==> src/rtl/cnn_mac_pipe_sat.sv <==
// cnn_mac_pipe_sat: pipelined signed multiply-accumulate with group framing
// (first/last tags), saturating accumulation and valid/ready on both sides.
// One stall signal (adv) freezes every register when a result is waiting
// for downstream, so no beat is ever dropped or duplicated.
module cnn_mac_pipe_sat #(
   parameter int A_WIDTH   = 16,
   parameter int B_WIDTH   = 8,
   parameter int ACC_WIDTH = 32,
   parameter int NUM_STAGE = 3
) (
   input  logic                        clk,
   input  logic                        reset,
   input  logic                        in_valid,
   output logic                        in_ready,
   input  logic signed [A_WIDTH-1:0]   din0,
   input  logic signed [B_WIDTH-1:0]   din1,
   input  logic                        in_first,
   input  logic                        in_last,
   output logic                        out_valid,
   input  logic                        out_ready,
   output logic signed [ACC_WIDTH-1:0] dout,
   output logic                        ovf
);

   localparam int PW = A_WIDTH + B_WIDTH;
   localparam int NT = NUM_STAGE - 1;
   localparam int EW = ACC_WIDTH + 1;

   localparam logic signed [EW-1:0] MAX_EXT = {2'b00, {(ACC_WIDTH-1){1'b1}}};
   localparam logic signed [EW-1:0] MIN_EXT = {2'b11, {(ACC_WIDTH-1){1'b0}}};
   localparam logic [ACC_WIDTH-1:0] ACC_MAX = {1'b0, {(ACC_WIDTH-1){1'b1}}};
   localparam logic [ACC_WIDTH-1:0] ACC_MIN = {1'b1, {(ACC_WIDTH-1){1'b0}}};

   logic adv;

   logic signed [A_WIDTH-1:0] a_d, a_q;
   logic signed [B_WIDTH-1:0] b_d, b_q;
   logic v1_d, v1_q, f1_d, f1_q, l1_d, l1_q;

   logic signed [PW-1:0] a_ext, b_ext, prod;

   logic [NT-1:0][PW-1:0] tap_p;
   logic [NT-1:0]         tap_v, tap_f, tap_l;

   logic [PW-1:0]                p_last;
   logic signed [EW-1:0]         p_ext, acc_ext, sum;
   logic signed [ACC_WIDTH-1:0]  acc_d, acc_q, acc_new, dout_d, dout_q;
   logic                         grp_ovf_d, grp_ovf_q, ovf_new, ovf_d, ovf_q;
   logic                         out_valid_d, out_valid_q;

   // The whole pipeline moves only when the output slot is free or being taken.
   assign adv      = !out_valid_q || out_ready;
   assign in_ready = adv;

   // Operand stage: capture operands and tags; tags are masked by in_valid.
   always_comb begin
      a_d  = a_q;
      b_d  = b_q;
      v1_d = v1_q;
      f1_d = f1_q;
      l1_d = l1_q;
      if (adv) begin
         a_d  = din0;
         b_d  = din1;
         v1_d = in_valid;
         f1_d = in_valid && in_first;
         l1_d = in_valid && in_last;
      end
   end

   // Operand stage registers.
   always_ff @(posedge clk or negedge reset) begin
      if (!reset) begin
         a_q  <= '0;
         b_q  <= '0;
         v1_q <= 1'b0;
         f1_q <= 1'b0;
         l1_q <= 1'b0;
      end else begin
         a_q  <= a_d;
         b_q  <= b_d;
         v1_q <= v1_d;
         f1_q <= f1_d;
         l1_q <= l1_d;
      end
   end

   assign a_ext = {{B_WIDTH{a_q[A_WIDTH-1]}}, a_q};
   assign b_ext = {{A_WIDTH{b_q[B_WIDTH-1]}}, b_q};
   assign prod  = a_ext * b_ext;

   assign tap_p[0] = prod;
   assign tap_v[0] = v1_q;
   assign tap_f[0] = f1_q;
   assign tap_l[0] = l1_q;

   for (genvar k = 1; k < NT; k++) begin : g_prod
      logic [PW-1:0] p_d, p_q;
      logic          v_d, v_q, f_d, f_q, l_d, l_q;

      // Product delay stage: shift the product and its tags forward on advance.
      always_comb begin
         p_d = p_q;
         v_d = v_q;
         f_d = f_q;
         l_d = l_q;
         if (adv) begin
            p_d = tap_p[k-1];
            v_d = tap_v[k-1];
            f_d = tap_f[k-1];
            l_d = tap_l[k-1];
         end
      end

      // Product delay stage registers.
      always_ff @(posedge clk or negedge reset) begin
         if (!reset) begin
            p_q <= '0;
            v_q <= 1'b0;
            f_q <= 1'b0;
            l_q <= 1'b0;
         end else begin
            p_q <= p_d;
            v_q <= v_d;
            f_q <= f_d;
            l_q <= l_d;
         end
      end

      assign tap_p[k] = p_q;
      assign tap_v[k] = v_q;
      assign tap_f[k] = f_q;
      assign tap_l[k] = l_q;
   end

   assign p_last  = tap_p[NT-1];
   assign p_ext   = {{(EW-PW){p_last[PW-1]}}, p_last};
   assign acc_ext = {acc_q[ACC_WIDTH-1], acc_q};
   assign sum     = acc_ext + p_ext;

   // Accumulate stage: restart on first, otherwise add with clamping and
   // sticky overflow; a last beat loads the result slot.
   always_comb begin
      acc_d       = acc_q;
      grp_ovf_d   = grp_ovf_q;
      dout_d      = dout_q;
      ovf_d       = ovf_q;
      out_valid_d = out_valid_q;
      acc_new     = sum[ACC_WIDTH-1:0];
      ovf_new     = grp_ovf_q;
      if (tap_f[NT-1]) begin
         acc_new = p_ext[ACC_WIDTH-1:0];
         ovf_new = 1'b0;
      end else if (sum > MAX_EXT) begin
         acc_new = ACC_MAX;
         ovf_new = 1'b1;
      end else if (sum < MIN_EXT) begin
         acc_new = ACC_MIN;
         ovf_new = 1'b1;
      end
      if (adv) begin
         out_valid_d = 1'b0;
         if (tap_v[NT-1]) begin
            acc_d     = acc_new;
            grp_ovf_d = ovf_new;
            if (tap_l[NT-1]) begin
               dout_d      = acc_new;
               ovf_d       = ovf_new;
               out_valid_d = 1'b1;
            end
         end
      end
   end

   // Accumulator and result registers.
   always_ff @(posedge clk or negedge reset) begin
      if (!reset) begin
         acc_q       <= '0;
         grp_ovf_q   <= 1'b0;
         dout_q      <= '0;
         ovf_q       <= 1'b0;
         out_valid_q <= 1'b0;
      end else begin
         acc_q       <= acc_d;
         grp_ovf_q   <= grp_ovf_d;
         dout_q      <= dout_d;
         ovf_q       <= ovf_d;
         out_valid_q <= out_valid_d;
      end
   end

   assign dout      = dout_q;
   assign ovf       = ovf_q;
   assign out_valid = out_valid_q;

endmodule
==> config.mk <==
export PLATFORM = sky130hd
export DESIGN_NAME = cnn_mac_pipe_sat
export DESIGN_NICKNAME = d
export VERILOG_FILES = /design/src/rtl/cnn_mac_pipe_sat.sv
export SDC_FILE = /design/constraint.sdc
export NUM_CORES = 1
export LEC_CHECK = 0
export ABC_AREA = 0
export CELL_PAD_IN_SITES_DETAIL_PLACEMENT = 0
export CELL_PAD_IN_SITES_GLOBAL_PLACEMENT = 1
export CORE_ASPECT_RATIO = 0.6
export CORE_MARGIN = 4
export CORE_UTILIZATION = 43
export DETAILED_ROUTE_END_ITERATION = 16
export PLACE_DENSITY = 0.8
export SYNTH_ARGS = -nofsm -noshare
export SYNTH_HDL_FRONTEND = slang
export SYNTH_SLANG_ARGS = --single-unit
==> constraint.sdc <==
create_clock -name clk -period 5 [get_ports clk]
set_input_delay 1 -clock clk [delete_from_list [all_inputs] [get_ports clk]]
set_output_delay 1 -clock clk [all_outputs]
set_load 0.01 [all_outputs]
==> metrics.txt <==
vias in the first global route between 9,000 and 10,000; Multi-input gate area slightly below 8000 um^2; share of cells above drive strength 1 about an eighth; Layout area overhead 19.40%; post-layout util between 50% and 60%; commonest non-fill, non-tap cells in the layout nand2_1, inv_1, dfrtp_1; Die Y around 130 um; GP Congestion 0.9403; Post-synth EDFFs 0; status finished clean; CTS Hold Bufs 0; final hold viol count 0; Gate Count Post-Synth between 1,000 and 1,500; fin. max-slew vios 0; placed cells around 1,700; synthesized area per cell approximately 8.9 um^2; CORE AREA 26,360 um^2; Hold WS ~0.47 ns; period utilization 97.22%; # H-tree levels 4; first-pass GRT wire length approximately 51 mm; DRC errors left 0; hold_sp v1_q$_DFFE_PN0N_; fin cells 1,763; total CTS buffers 17; Post-synth top flop dfrtp_1; filler cell count between 2,000 and 2,500; Longest Clk Path Bufs 2; post-route minimum period ~4.9 ns; Die ar. just under 30,000 um^2; Post-Syn Area 11,510 um^2; root buffer cell clkbuf_16; Worst-Margin Slew between 0.8 and 0.9 ns; Via density ~5.4; startpoint types register; starting density of the core roughly 44%; clk_lat worst skew roughly 0.43 ns; initial antenna violation count 0; Final setup viols 0; WL/cell approximately 18 um; Sinks on Clock Net approximately 120; CP required 5.27 ns; CTS tree yes; hold depth 2; worst min path class register to register; Vias roughly 9,500; Register Area ~3000 um^2; buffers added on ports 64; Synth cell types between 80 and 90; Pre-antenna DRT Iters 5; Reg2Reg Setup Slack between 0.1 and 0.15 ns; post-route ant nets 0; Ys Warns 0; Worst slew margin approximately 46%; die width 219.2 um; Ant. Diodes 0; sequential area share after synthesis about a quarter; max frequency ~210 MHz; Arr. time, crit path 5.13 ns; final wirelength 31.25 mm; commonest non-fill, non-tap cell in the layout nand2_1; nets ~1,600; worst r2r src b_q[4]$_DFFE_PN0N_; Worst Setup End Kind register; #FFs+latches synth 121; Crit Path Max Fanout 7; CP startpoint b_q[4]$_DFFE_PN0N_; clk_skew between 0.009 and 0.01 ns; Setup TNS 0 ns; r2r worst-path depth 18; max cap viols 0; Tot GR Track Use between 20% and 30%; DRT iter0 DRCs 878; Synthesized Nets around 1,500; Clock transition at path regs around 0.060 ns; HPWL after DPL roughly 24 mm; Rows 46; largest net degree at the start of global routing slightly below 60; grt ovf 0; Async SR Flop Fraction 100.0%; CP Class register to register; # IOs 65
-- sequential cells by signal, summed over array words and instances, names as in the netlist, 8 cells and up --
name	flops
acc_q	32
dout	32
g_prod.p_q	24
a_q	16
b_q	8
-- logic make-up (layout without fill, tap and decap cells) --
family	count (synthesis)	count (layout)	synth area share, %
AO/OA/AOI/OAI	270	270	17.07
XOR/XNOR	46	46	3.500
adder cells (fa/ha/maj)	181	181	26.45
buffers and inverters	214	322	7.293
flip-flops	121	121	26.30
multiplexers	2	2	0.1956
AND/OR/NAND/NOR	461	461	19.18
-- cell type report --
cell class / instances / share of cell area (%)
Clock inverter: 11 / 1.575
Sequential cell: 121 / 22.10
Timing Repair Buffer: 127 / 8.174
Inverter: 164 / 4.497
Clock buffer: 20 / 3.395
Multi-Input combinational cell: 960 / 56.98
Tap cell: 360 / 3.277
-- Yosys cell counts, drive strengths merged, types with 6 or more instances --
| library cell | instances | area (um^2) |
|---|---|---|
| o22ai | 6 | 37.54 |
| nor3 | 18 | 105.1 |
| and2 | 86 | 538.0 |
| a21oi | 61 | 312.8 |
| a21o | 17 | 127.6 |
| inv | 163 | 611.8 |
| xnor2 | 30 | 262.8 |
| or3 | 6 | 37.54 |
| a221o | 12 | 120.1 |
| o211ai | 20 | 188.9 |
| dfrtp | 121 | 3028 |
| ha | 77 | 963.4 |
| o311ai | 6 | 52.55 |
| clkbuf | 41 | 153.9 |
| nor2 | 66 | 262.8 |
| o31ai | 12 | 95.09 |
| a211oi | 15 | 140.1 |
| o21ai | 58 | 305.3 |
| buf | 9 | 70.07 |
| o21a | 8 | 61.31 |
| nand3 | 22 | 162.7 |
| xor2 | 16 | 140.1 |
| nand2 | 225 | 844.6 |
| and3 | 11 | 68.82 |
| nand2b | 9 | 56.30 |
| fa | 104 | 2082 |
-- critical path, stage by stage (launching register included) --
cell	delay, ns
dfrtp_2	0.48
buf_6	0.15
and2_1	0.14
fa_1	0.58
fa_2	0.45
fa_1	0.54
inv_1	0.05
fa_1	0.53
inv_1	0.04
ha_2	0.19
a21o_1	0.18
a21oi_4	0.13
o211ai_1	0.13
a41oi_4	0.25
nor3_4	0.07
a41o_1	0.23
o41ai_2	0.32
xnor2_1	0.16
a21oi_1	0.08
-- path summary, 6_finish.rpt --
check | end
max | g_prod[1].p_q[23]$_DFFE_PN0N_
min | v1_q$_DFFE_PN0N_
max reg2reg | g_prod[1].p_q[23]$_DFFE_PN0N_
min reg2reg | v1_q$_DFFE_PN0N_
max in group asynchronous | b_q[6]$_DFFE_PN0N_
min in group asynchronous | dout[12]$_DFFE_PN0P_
-- stage by stage --
| stage | setup slack, ns | instance area [um^2] |
|---|---|---|
| finish | 0.1392 | 13750 |
| global route | -0.02506 | 13750 |
| CTS | 0.02700 | 13490 |
| detailed placement | -0.1014 | 12770 |
| global placement | 0.0007638 | 12770 |
| floorplan | 0.02503 | 11510 |
-- per-layer routing --
metal	vias up	GRT usage [%]	part of all wire [%]
li1	4505	-	-
met5	-	0	0
met1	4701	36.47	52
met2	276	28.94	41
met3	8	4.250	6.9
met4	0	3.227	0.51
-- what timing repair did --
action	4_1_cts	5_1_grt
resized for setup	7	45
setup endpoints to repair	5	7
buffers inserted	0	10
hold endpoints to repair	0	0
gates cloned	0	1
pin swaps	0	27
Power is not shown: default switching activity piles up to over one toggle a cycle in this logic, so the estimate is an artifact.
